$ cat config.mk
export PLATFORM = sky130hd
export DESIGN_NAME = banco_escritura_flat
export DESIGN_NICKNAME = d
export VERILOG_FILES = /design/src/rtl/banco_escritura_if.sv /design/src/rtl/banco_escritura.sv /design/src/flat_wrapper.sv
export SDC_FILE = /design/constraint.sdc
export NUM_CORES = 1
export LEC_CHECK = 0
export ABC_AREA = 1
export CAP_MARGIN = 20
export CORE_ASPECT_RATIO = 0.75
export CORE_MARGIN = 2
export CORE_UTILIZATION = 41
export DETAILED_ROUTE_END_ITERATION = 7
export GPL_TIMING_DRIVEN = 0
export PLACE_DENSITY_LB_ADDON = 0.1
export REMOVE_ABC_BUFFERS = 1
export SYNTH_ARGS = -nofsm -noshare
export SYNTH_HDL_FRONTEND = slang
export SYNTH_SLANG_ARGS = --single-unit
$ cat constraint.sdc
create_clock -name clk -period 4.7 [get_ports clk]
set_input_delay 0.47 -clock clk [delete_from_list [all_inputs] [get_ports clk]]
set_output_delay 0.47 -clock clk [all_outputs]
set_load 0.03 [all_outputs]
$ cat src/rtl/banco_escritura_if.sv
// banco_escritura_if
// Bundles the write handshake, the clear control and the sixteen register
// outputs of the register bank write side.
//   wr_valid / wr_ready : write handshake (master -> bank / bank -> master)
//   selecw, dato        : target index and write data
//   clr_req / busy      : bulk clear request and sweep-in-progress flag
//   R_0 .. R_15         : current register contents for the read multiplexer
// The master modport is the requester side; the slave modport is the bank.
interface banco_escritura_if #(
  parameter int N = 16
);
  logic         wr_valid;
  logic         wr_ready;
  logic [3:0]   selecw;
  logic [N-1:0] dato;
  logic         clr_req;
  logic         busy;
  logic [N-1:0] R_0,  R_1,  R_2,  R_3,  R_4,  R_5,  R_6,  R_7;
  logic [N-1:0] R_8,  R_9,  R_10, R_11, R_12, R_13, R_14, R_15;

  modport master (
    output wr_valid, selecw, dato, clr_req,
    input  wr_ready, busy,
    input  R_0, R_1, R_2,  R_3,  R_4,  R_5,  R_6,  R_7,
    input  R_8, R_9, R_10, R_11, R_12, R_13, R_14, R_15
  );

  modport slave (
    input  wr_valid, selecw, dato, clr_req,
    output wr_ready, busy,
    output R_0, R_1, R_2,  R_3,  R_4,  R_5,  R_6,  R_7,
    output R_8, R_9, R_10, R_11, R_12, R_13, R_14, R_15
  );
endinterface

$ cat src/rtl/banco_escritura.sv
// banco_escritura
// Write side of a 16-entry register bank. One write per cycle is accepted
// through a valid/ready handshake while idle. A clear request starts a
// sweep that zeroes one register per cycle (index 0 first); writes stall
// for the 16 cycles of the sweep.
// Ports:
//   clk   : system clock, all state changes on the rising edge
//   reset : synchronous active-high reset, overrides everything
//   bus   : slave side of banco_escritura_if (handshake, clear, R_0..R_15)
module banco_escritura #(
  parameter int N = 16
) (
  input  logic                clk,
  input  logic                reset,
  banco_escritura_if.slave    bus
);

  typedef enum logic [0:0] {
    IDLE  = 1'b0,
    CLEAR = 1'b1
  } state_t;

  state_t       state;
  state_t       state_next;
  logic [3:0]   cnt;
  logic [N-1:0] bank [16];

  // State register.
  always_ff @(posedge clk) begin
    if (reset) begin
      state <= IDLE;
    end else begin
      state <= state_next;
    end
  end

  // Next-state logic: a sampled clear request in IDLE starts the sweep;
  // the sweep always ends after index 15, clear requests during it are ignored.
  always_comb begin
    state_next = state;
    case (state)
      IDLE:    if (bus.clr_req) state_next = CLEAR;
      CLEAR:   if (cnt == 4'd15) state_next = IDLE;
      default: state_next = IDLE;
    endcase
  end

  // Handshake and status outputs, decoded purely from the registered state.
  always_comb begin
    bus.wr_ready = 1'b0;
    bus.busy     = 1'b0;
    case (state)
      IDLE:    bus.wr_ready = 1'b1;
      CLEAR:   bus.busy     = 1'b1;
      default: bus.wr_ready = 1'b0;
    endcase
  end

  // Sweep counter: runs only in CLEAR and wraps from 15 back to 0, so it is
  // already 0 when the next sweep begins.
  always_ff @(posedge clk) begin
    if (reset) begin
      cnt <= 4'd0;
    end else if (state == CLEAR) begin
      cnt <= cnt + 4'd1;
    end else begin
      cnt <= 4'd0;
    end
  end

  // Register storage. In IDLE an accepted write updates one entry (even on
  // the edge that starts a sweep; the sweep reaches it later). In CLEAR the
  // entry under the sweep counter is zeroed.
  always_ff @(posedge clk) begin
    if (reset) begin
      for (int i = 0; i < 16; i++) begin
        bank[i] <= '0;
      end
    end else if (state == IDLE) begin
      if (bus.wr_valid) begin
        bank[bus.selecw] <= bus.dato;
      end
    end else begin
      bank[cnt] <= '0;
    end
  end

  assign bus.R_0  = bank[0];
  assign bus.R_1  = bank[1];
  assign bus.R_2  = bank[2];
  assign bus.R_3  = bank[3];
  assign bus.R_4  = bank[4];
  assign bus.R_5  = bank[5];
  assign bus.R_6  = bank[6];
  assign bus.R_7  = bank[7];
  assign bus.R_8  = bank[8];
  assign bus.R_9  = bank[9];
  assign bus.R_10 = bank[10];
  assign bus.R_11 = bank[11];
  assign bus.R_12 = bank[12];
  assign bus.R_13 = bank[13];
  assign bus.R_14 = bank[14];
  assign bus.R_15 = bank[15];

endmodule
$ cat src/flat_wrapper.sv
// flat-port wrapper written by rule: the top's interface ports become plain ports
module banco_escritura_flat 
#(
  parameter int N = 16
)
  (clk, reset, bus_wr_valid, bus_selecw, bus_dato, bus_clr_req, bus_wr_ready, bus_busy, bus_R_0, bus_R_1, bus_R_2, bus_R_3, bus_R_4, bus_R_5, bus_R_6, bus_R_7, bus_R_8, bus_R_9, bus_R_10, bus_R_11, bus_R_12, bus_R_13, bus_R_14, bus_R_15);
  banco_escritura_if #(.N(N)) bus_i ();
  input  logic clk;
  input  logic reset;
  input wire logic [$bits(bus_i.wr_valid)-1:0] bus_wr_valid;
  input wire logic [$bits(bus_i.selecw)-1:0] bus_selecw;
  input wire logic [$bits(bus_i.dato)-1:0] bus_dato;
  input wire logic [$bits(bus_i.clr_req)-1:0] bus_clr_req;
  output wire logic [$bits(bus_i.wr_ready)-1:0] bus_wr_ready;
  output wire logic [$bits(bus_i.busy)-1:0] bus_busy;
  output wire logic [$bits(bus_i.R_0)-1:0] bus_R_0;
  output wire logic [$bits(bus_i.R_1)-1:0] bus_R_1;
  output wire logic [$bits(bus_i.R_2)-1:0] bus_R_2;
  output wire logic [$bits(bus_i.R_3)-1:0] bus_R_3;
  output wire logic [$bits(bus_i.R_4)-1:0] bus_R_4;
  output wire logic [$bits(bus_i.R_5)-1:0] bus_R_5;
  output wire logic [$bits(bus_i.R_6)-1:0] bus_R_6;
  output wire logic [$bits(bus_i.R_7)-1:0] bus_R_7;
  output wire logic [$bits(bus_i.R_8)-1:0] bus_R_8;
  output wire logic [$bits(bus_i.R_9)-1:0] bus_R_9;
  output wire logic [$bits(bus_i.R_10)-1:0] bus_R_10;
  output wire logic [$bits(bus_i.R_11)-1:0] bus_R_11;
  output wire logic [$bits(bus_i.R_12)-1:0] bus_R_12;
  output wire logic [$bits(bus_i.R_13)-1:0] bus_R_13;
  output wire logic [$bits(bus_i.R_14)-1:0] bus_R_14;
  output wire logic [$bits(bus_i.R_15)-1:0] bus_R_15;
  assign bus_i.wr_valid = bus_wr_valid;
  assign bus_i.selecw = bus_selecw;
  assign bus_i.dato = bus_dato;
  assign bus_i.clr_req = bus_clr_req;
  assign bus_wr_ready = bus_i.wr_ready;
  assign bus_busy = bus_i.busy;
  assign bus_R_0 = bus_i.R_0;
  assign bus_R_1 = bus_i.R_1;
  assign bus_R_2 = bus_i.R_2;
  assign bus_R_3 = bus_i.R_3;
  assign bus_R_4 = bus_i.R_4;
  assign bus_R_5 = bus_i.R_5;
  assign bus_R_6 = bus_i.R_6;
  assign bus_R_7 = bus_i.R_7;
  assign bus_R_8 = bus_i.R_8;
  assign bus_R_9 = bus_i.R_9;
  assign bus_R_10 = bus_i.R_10;
  assign bus_R_11 = bus_i.R_11;
  assign bus_R_12 = bus_i.R_12;
  assign bus_R_13 = bus_i.R_13;
  assign bus_R_14 = bus_i.R_14;
  assign bus_R_15 = bus_i.R_15;
  banco_escritura #(.N(N)) u_core (.clk(clk), .reset(reset), .bus(bus_i));
endmodule
==> flow_summary.json <==
{
  "status": "finished clean",
  "synthSimpleGateAreaFrac_pct": 20.7,
  "min_from": "u_core.cnt[3]",
  "worstPathArrival_ps": 4050,
  "syn_area_um2": 10700,
  "antenna_left": 0,
  "path_max_fanout": 35,
  "total_power_mw": 5.53,
  "cts_tree": "done",
  "finalWorstSetupSlack_ps": 875,
  "cts_buffers": 26,
  "hold_viol": 0,
  "reg2reg_slack_ps": 1100,
  "syn_inst": 682,
  "drv_cap": 0,
  "worstReg2RegEnd": "u_core.bank[0][7]",
  "clk_pin_slew_ps": 60,
  "p_clk_share_pct": 37.8,
  "std_cell_rows": 51,
  "ys_warn_count": 0,
  "place_ws_ps": 315,
  "synth-compound-area-share_pct": 0.971,
  "required_ps": 4930,
  "crit_type": "primary input to register",
  "die_w_um": 190,
  "clock_skew_ps": 7.81,
  "seqPwrFrac_pct": 48.5,
  "vdd_drop_max_uv": 252,
  "vias": 6744,
  "period_share_pct": 81.4,
  "wirelength_um": 30000,
  "cts_htree_levels": 1,
  "cp-end-kind": "register",
  "drc": 0,
  "post_cts_resized": 0,
  "cp-startpoint": "reset",
  "drive_above_1_share_pct": 21.3,
  "viasPerCell": 5.16,
  "ys_seq_elements": 261,
  "grt_pass1_wl_um": 43700,
  "place_inst": 1256,
  "drtIter0Drc": 518,
  "hold_buffers": 0,
  "grt_max_degree": 69,
  "worstMarginPinSlew_ps": 1090,
  "synthXorXnorAreaFrac_pct": 0,
  "cellLeakagePower_nw": 4.84,
  "dr.pass1.iters": 4,
  "synth_top_family_by_area": "simple AND/OR/NAND/NOR gates",
  "rsz0062_at_grt": "false",
  "slew_headroom_pct": 27.0,
  "p_sw_mw": 1.44,
  "start_util_pct": 41.5,
  "core_area_um2": 25800,
  "synth.avg_cell_area_um2": 15.7,
  "synth_cell_types": 22,
  "power_density_nw_per_um2": 375,
  "synthMuxAreaShare_pct": 0,
  "power.internal_mw": 4.09,
  "clock-sinks": 261,
  "synth_adder_area_share_pct": 0.117,
  "dieHeight_um": 144,
  "setup_viol": 0,
  "place.port_buffers": 281,
  "min_path_cells": 1,
  "hpwl_um": 19700,
  "switching_share_pct": 26.0,
  "hp-class": "register to register",
  "synthTopCellsByArea": "edfxtp_1 72%, nor3_2 11%, nor3_1 6.4%",
  "post-synth-top-area-cell": "edfxtp_1",
  "finalCriticalPeriod_ps": 3820,
  "n_antenna_cell": 0,
  "clockBufferDepth": 3,
  "grt_pass1_vias": 6797,
  "track_usage_pct": 21.8,
  "wl_per_cell_um": 23.0,
  "antenna_found_initial": 0,
  "gp_congestion": 0.771,
  "worst-r2r-cell-count": 6,
  "ys_seq_area_share_pct": 72.8,
  "clk_latency_ps": 530,
  "die-area_um2": 27400,
  "cts-root-buf": "clkbuf_16",
  "r2r_start": "u_core.state",
  "setup_tns_ps": 0,
  "pin_count": 282,
  "final_nets": 967,
  "area_growth_pct": 37.7,
  "worst_hold_slack_ps": 489,
  "drv_slew": 0,
  "cts_setup_buffers": 0,
  "synth_top_area_share_pct": 71.9,
  "max_freq_ghz": 0.261,
  "combPwrFrac_pct": 13.7,
  "final_cells": 1306,
  "overflow": 0,
  "hold_end": "u_core.state",
  "start_kind": "primary input"
}
==> worst max-delay path: stages <==
cell	delay [ps]
clkdlybuf4s50_1	440
inv_2	430
nand2_4	370
nand2_1	360
nand3_2	630
buf_12	430
o21ai_1	570
buf_4	310
==> routing by layer <==
metal / track usage [%] / wire length, um / up-vias / part of all wire [%]
met5: 0 / 0 / - / 0
met2: 35.5 / 14200 / 306 / 47
met1: 28.6 / 12000 / 3327 / 40
met4: 4.53 / 560 / 0 / 1.9
li1: - / - / 3072 / -
met3: 7.11 / 3210 / 39 / 11
==> worst max path at each step <==
stage	end	slack, ps	cells past startpoint
floorplan	u_core.bank[4][0]	240	4
global placement	u_core.bank[11][15]	-1600	6
detailed placement	u_core.bank[0][14]	320	8
CTS	u_core.bank[0][6]	850	8
global route	u_core.bank[0][9]	550	8
finish	u_core.bank[0][7]	880	8
==> metrics by stage <==
| step | instance area (um^2) | util [%] |
|---|---|---|
| after global placement | 13400 | 52.0 |
| after global routing | 14700 | 57.1 |
| after CTS | 14700 | 57.0 |
| after detailed placement | 13800 | 53.7 |
| final | 14700 | 57.1 |
| after floorplan | 10200 | - |
==> sequential cells by signal, indices dropped and copies added (netlist names) <==
name	cells
u_core.cnt	4
u_core.state	1
u_core.bank	256
==> placed cells by master (no fill, tap or decap), types with 7 or more instances in the layout <==
cell	count
clkbuf_16	27
nand2_4	11
inv_1	10
clkdlybuf4s50_1	281
o21ai_1	15
edfxtp_1	256
nor3_1	136
buf_6	11
clkinv_1	7
nor3_2	121
nand3_1	7
nand2_1	28
==> synth_stat cells, drive strengths merged <==
cell type / instances
a31oi: 1
nor3: 257
nand3b: 2
o21bai: 1
a21oi: 1
dfxtp: 5
o21ai: 17
inv: 11
ha: 1
nor2: 2
nand2: 40
buf: 53
clkbuf: 24
edfxtp: 256
nand3: 11
==> layout make-up <==
cell class	instances	area, um^2
Clock inverter	18	166
Inverter	11	41.3
Timing Repair Buffer	309	3260
Multi-Input combinational cell	333	2360
Fill cell	2096	11100
Clock buffer	30	687
Sequential cell	261	7790
Tap cell	344	430
==> cell families (layout without fill, tap and decap cells) <==
family,after synthesis,count (layout)
compound gates,20,20
fa+ha+maj,1,1
buf+inv,88,368
flops,261,261
simple gates,312,312
==> power groups by stage <==
stage / logic [mW] / clock network [mW] / registers [mW]
after global placement: 0.697 / 0 / 2.73
after detailed placement: 0.758 / 0 / 2.73
after global routing: 0.796 / 2.21 / 2.69
final: 0.759 / 2.09 / 2.68
after floorplan: 0.192 / 0 / 2.92
after CTS: 0.759 / 2.12 / 2.68
No activity file was read; power rests on OpenSTA's default activity.
